==> src/rtl/multiple_adder_naive_4x32.sv <==
// Pipelined four-operand unsigned adder: final_sum = x + y + z + w.
// Naive two-level tree: two pairwise adds registered, then one final add registered.
// Optional build macro MULTI_ADDER_INREG_EN adds an input register stage (latency 2 -> 3).
// Data registers load every cycle; only the valid bit qualifies final_sum.
module multiple_adder_naive_4x32 #(
  parameter int WIDTH = 32,
  parameter int SUM_W = WIDTH + 3
) (
  input  logic             clk,
  input  logic             rst_n,
  input  logic             in_valid,
  input  logic [WIDTH-1:0] x,
  input  logic [WIDTH-1:0] y,
  input  logic [WIDTH-1:0] z,
  input  logic [WIDTH-1:0] w,
  output logic             out_valid,
  output logic [SUM_W-1:0] final_sum
);

  // Operands as seen by the stage-1 adders
  logic [WIDTH-1:0] src_x;
  logic [WIDTH-1:0] src_y;
  logic [WIDTH-1:0] src_z;
  logic [WIDTH-1:0] src_w;
  logic             src_v;

`ifdef MULTI_ADDER_INREG_EN
  logic [WIDTH-1:0] in_x_q;
  logic [WIDTH-1:0] in_y_q;
  logic [WIDTH-1:0] in_z_q;
  logic [WIDTH-1:0] in_w_q;
  logic             in_v_q;

  // Input register stage: capture operands and valid before the adder tree
  always_ff @(posedge clk or negedge rst_n) begin
    if (!rst_n) begin
      in_x_q <= '0;
      in_y_q <= '0;
      in_z_q <= '0;
      in_w_q <= '0;
      in_v_q <= 1'b0;
    end else begin
      in_x_q <= x;
      in_y_q <= y;
      in_z_q <= z;
      in_w_q <= w;
      in_v_q <= in_valid;
    end
  end

  // Stage-1 adders are fed from the input registers
  always_comb begin
    src_x = in_x_q;
    src_y = in_y_q;
    src_z = in_z_q;
    src_w = in_w_q;
    src_v = in_v_q;
  end
`else
  // Stage-1 adders are fed straight from the ports
  always_comb begin
    src_x = x;
    src_y = y;
    src_z = z;
    src_w = w;
    src_v = in_valid;
  end
`endif

  logic [WIDTH:0]   s1_xy_d, s1_xy_q;
  logic [WIDTH:0]   s1_zw_d, s1_zw_q;
  logic             s1_v_q;
  logic [WIDTH+1:0] s2_tree;
  logic [SUM_W-1:0] s2_sum_d, s2_sum_q;
  logic             s2_v_q;

  // Level-1 pairwise sums; the carry out lands in bit WIDTH
  always_comb begin
    s1_xy_d = {1'b0, src_x} + {1'b0, src_y};
    s1_zw_d = {1'b0, src_z} + {1'b0, src_w};
  end

  // Stage-1 register: pairwise sums and their valid
  always_ff @(posedge clk or negedge rst_n) begin
    if (!rst_n) begin
      s1_xy_q <= '0;
      s1_zw_q <= '0;
      s1_v_q  <= 1'b0;
    end else begin
      s1_xy_q <= s1_xy_d;
      s1_zw_q <= s1_zw_d;
      s1_v_q  <= src_v;
    end
  end

  // Level-2 final add, zero-extended to the result width
  always_comb begin
    s2_tree  = {1'b0, s1_xy_q} + {1'b0, s1_zw_q};
    s2_sum_d = {{(SUM_W-WIDTH-2){1'b0}}, s2_tree};
  end

  // Stage-2 register: final sum and its valid
  always_ff @(posedge clk or negedge rst_n) begin
    if (!rst_n) begin
      s2_sum_q <= '0;
      s2_v_q   <= 1'b0;
    end else begin
      s2_sum_q <= s2_sum_d;
      s2_v_q   <= s1_v_q;
    end
  end

  assign final_sum = s2_sum_q;
  assign out_valid = s2_v_q;

endmodule

==> config.mk <==
export PLATFORM = sky130hd
export DESIGN_NAME = multiple_adder_naive_4x32
export DESIGN_NICKNAME = d
export VERILOG_FILES = /design/src/rtl/multiple_adder_naive_4x32.sv
export SDC_FILE = /design/constraint.sdc
export NUM_CORES = 1
export LEC_CHECK = 0
export ABC_AREA = 1
export CAP_MARGIN = 20
export CORE_ASPECT_RATIO = 2
export CORE_MARGIN = 3
export CORE_UTILIZATION = 59
export DETAILED_ROUTE_END_ITERATION = 8
export PLACE_DENSITY = 0.95
export SLEW_MARGIN = 10
export SYNTH_ARGS = -nofsm -noshare
export SYNTH_HDL_FRONTEND = slang
export SYNTH_SLANG_ARGS = --single-unit
==> constraint.sdc <==
create_clock -name clk -period 3.88 [get_ports clk]
set_input_delay 0.776 -clock clk [delete_from_list [all_inputs] [get_ports clk]]
set_output_delay 0.776 -clock clk [all_outputs]
set_load 0.05 [all_outputs]
==> run metrics <==
status=complete, no violations; critical path class=input port to flop; n_diodes=0; Net count, final=around 2,100; CP max FO=4; CP Data Required Time=4.13 ns; most common cell after layout, fill and taps aside=nand2_1; final setup vio count=0; gpl congestion=1.01; Via density=~5.3; XOR/XNOR Fraction of Synth Area=3.99%; mux contribution to synthesized area=0%; post-CTS setup buffer count=0; TritonCTS buffer count=9; antenna violations before repair=0; layout cell share with drive strength beyond 1=under 10%; Ports=167; placed inst area=11,800 um2; die area=18,400 um2; WHS=0.365 ns; CP Launch Type=input port; grt peak-use layer=met2; routing usage on met2=70.3%; first-pass GRT wire length=between 50 and 60 mm; Slew headroom=about half; hpwl dp=between 20 and 30 mm; GRT Total Usage=35.7%; Leak=7.38 nW; DIE WIDTH=97.4 um; detail-routed net length per standard cell=15.9 um; clk sink count=slightly above 100; synthesized area=9870 um2; minimum clock period=2.58 ns; maximum root-to-sink buffer count=2; pwr dens=487 nW/um2; vias in the first global route=11,300; YS warnings=0; Worst setup EP type=flop; CTS tree=built; adder-cell share of the synthesized area=12.9%; Worst Tran Pin Value=0.772 ns; Routed WL=32.5 mm; Die Y=189 um; clk_skew=0.00788 ns; syn_area_per_cell=5.97 um2; Worst-Skew Late Latency=around 0.36 ns; Setup WS pre-CTS=between 0.9 and 1 ns; # resized after CTS=0; largest family of logic cells by synthesized area=simple AND/OR/NAND/NOR gates; Slew Limit Fails=0; post-route ant nets=0; final hold violation count=0; Max Cap Viol=0; Vias=10,800; unrepaired setup endpoints after global routing=false; clock root buffer=clkbuf_16; Core Region=16,400 um2; drt pass-1 iters=5; Yosys reg bits=102; DR iter-0 viols=606; Starting Density=60.3%; M3 GR Usage=2.91%; clk slew on worst S/H paths=0.08 ns; Synth-to-Final Area Change=22.4%; HP Class=flop to flop; Mapped Cells=1,654; fin worst setup slack=1.30 ns; Final Cell Area=12,100 um2; Placement Rows=66; post-synthesis sequential area ratio=25.9%; DRC errors left=0; largest net degree at the start of global routing=63; Max IR drop VDD=between 200 and 300 uV; period utilization=about two thirds; Max H-tree Level=3; global route total overflow=0; Setup TNS=0 ns; met1 Usage GRT=31.7%; fmax=388 MHz; I/O Buffers=around 170; Net Count, Synth=1,885; compound-cell area share of the yosys netlist=3.75%; simple-gate share of the synthesized area=between 30% and 40%; leading cell types in the layout, fill and taps excluded=nand2_1, inv_1, clkdlybuf4s50_1; CP Data Arrival Time=between 2 and 3 ns; count of cell types in the netlist=26; hold_buf cts=0
==> synthesized netlist by cell type <==
cell type | number | area (um2)
nand2_1 | 711 | 2670
inv_1 | 362 | 1360
nor2_1 | 117 | 439
dfrtp_1 | 102 | 2550
ha_1 | 97 | 1210
nand3_1 | 82 | 410
a21oi_1 | 62 | 310
xor2_1 | 41 | 359
nand2_2 | 21 | 131
nor3_1 | 14 | 70.1
nand4_1 | 10 | 62.6
nand3_2 | 4 | 40.0
nor2_2 | 4 | 25.0
xnor2_1 | 4 | 35.0
a21o_1 | 3 | 22.5
fa_1 | 3 | 60.1
o21bai_1 | 3 | 22.5
or2_1 | 3 | 18.8
and2_1 | 2 | 12.5
nand3b_1 | 2 | 15.0
o21ai_0 | 2 | 10.0
and3_1 | 1 | 6.26
buf_4 | 1 | 7.51
conb_1 | 1 | 3.75
nor4_1 | 1 | 6.26
o21ai_1 | 1 | 5.00
==> worst max-delay path, cell delays in order <==
cell and delay (ns):
clkdlybuf4s50_1 0.44, ha_1 0.26, fa_1 0.45, nand3_1 0.11, nand3_1 0.11, nand2_1 0.11, nand2_2 0.08, nand3_1 0.19
nand3_1 0.15, nand2_1 0.09, nand2_1 0.05
==> per-stage QoR <==
| stage | power [mW] | util, % | std cells |
|---|---|---|---|
| finish | 5.89 | 73.9 | 2040 |
| global route | 6.24 | 73.9 | 2040 |
| CTS | 5.84 | 73.9 | 2040 |
| detailed placement | 4.87 | 72.0 | 2024 |
| global placement | 4.77 | 72.0 | 2024 |
| floorplan | 3.75 | - | 1654 |
==> kinds of logic after synthesis <==
group,Yosys count
AO/OA/AOI/OAI,71
XOR/XNOR,45
adder cells (fa/ha/maj),100
buffers and inverters,363
flip-flops,102
other,1
AND/OR/NAND/NOR,972
==> metal layers <==
layer  wire length, um  up-vias
met5                 0        -
met4              3120        0
met3              1390      182
met2             17700      449
met1             10300     4843
li1                  -     5302
==> sequential cells by signal, indices dropped and copies added (netlist names) <==
name,count
final_sum,34
out_valid,1
s1_zw_q,33
s1_xy_q,33
s1_v_q,1
==> layout make-up <==
cell class	instances	area (um2)
multi-input combinational	1189	5950
fill	1364	4270
sequential	102	2550
timing repair buffer	167	1660
inverter	362	1360
tap	204	255
clock buffer	9	225
clock inverter	7	77.6
==> worst paths after layout <==
kind / slack (ns) / endpoint / start / depth (start not counted)
worst max register to register: 1.76 / final_sum[28] / s1_zw_q[0] / 13
worst min register to register: 0.36 / out_valid / s1_v_q / 0
min in group asynchronous: 0.48 / out_valid / rst_n / 1
max in group asynchronous: 2.61 / final_sum[23] / rst_n / 2
worst max-delay path: 1.30 / s1_zw_q[32] / z[0] / 11
worst min-delay path: 0.36 / out_valid / s1_v_q / 0
==> power by group <==
group,switching [mW],internal (mW),leakage (nW)
clock,0.479,0.458,0.144
combinational,2.32,1.14,6.03
sequential,0.113,1.37,1.20
total,2.92,2.97,7.38
(Power assumes the default switching activity.)
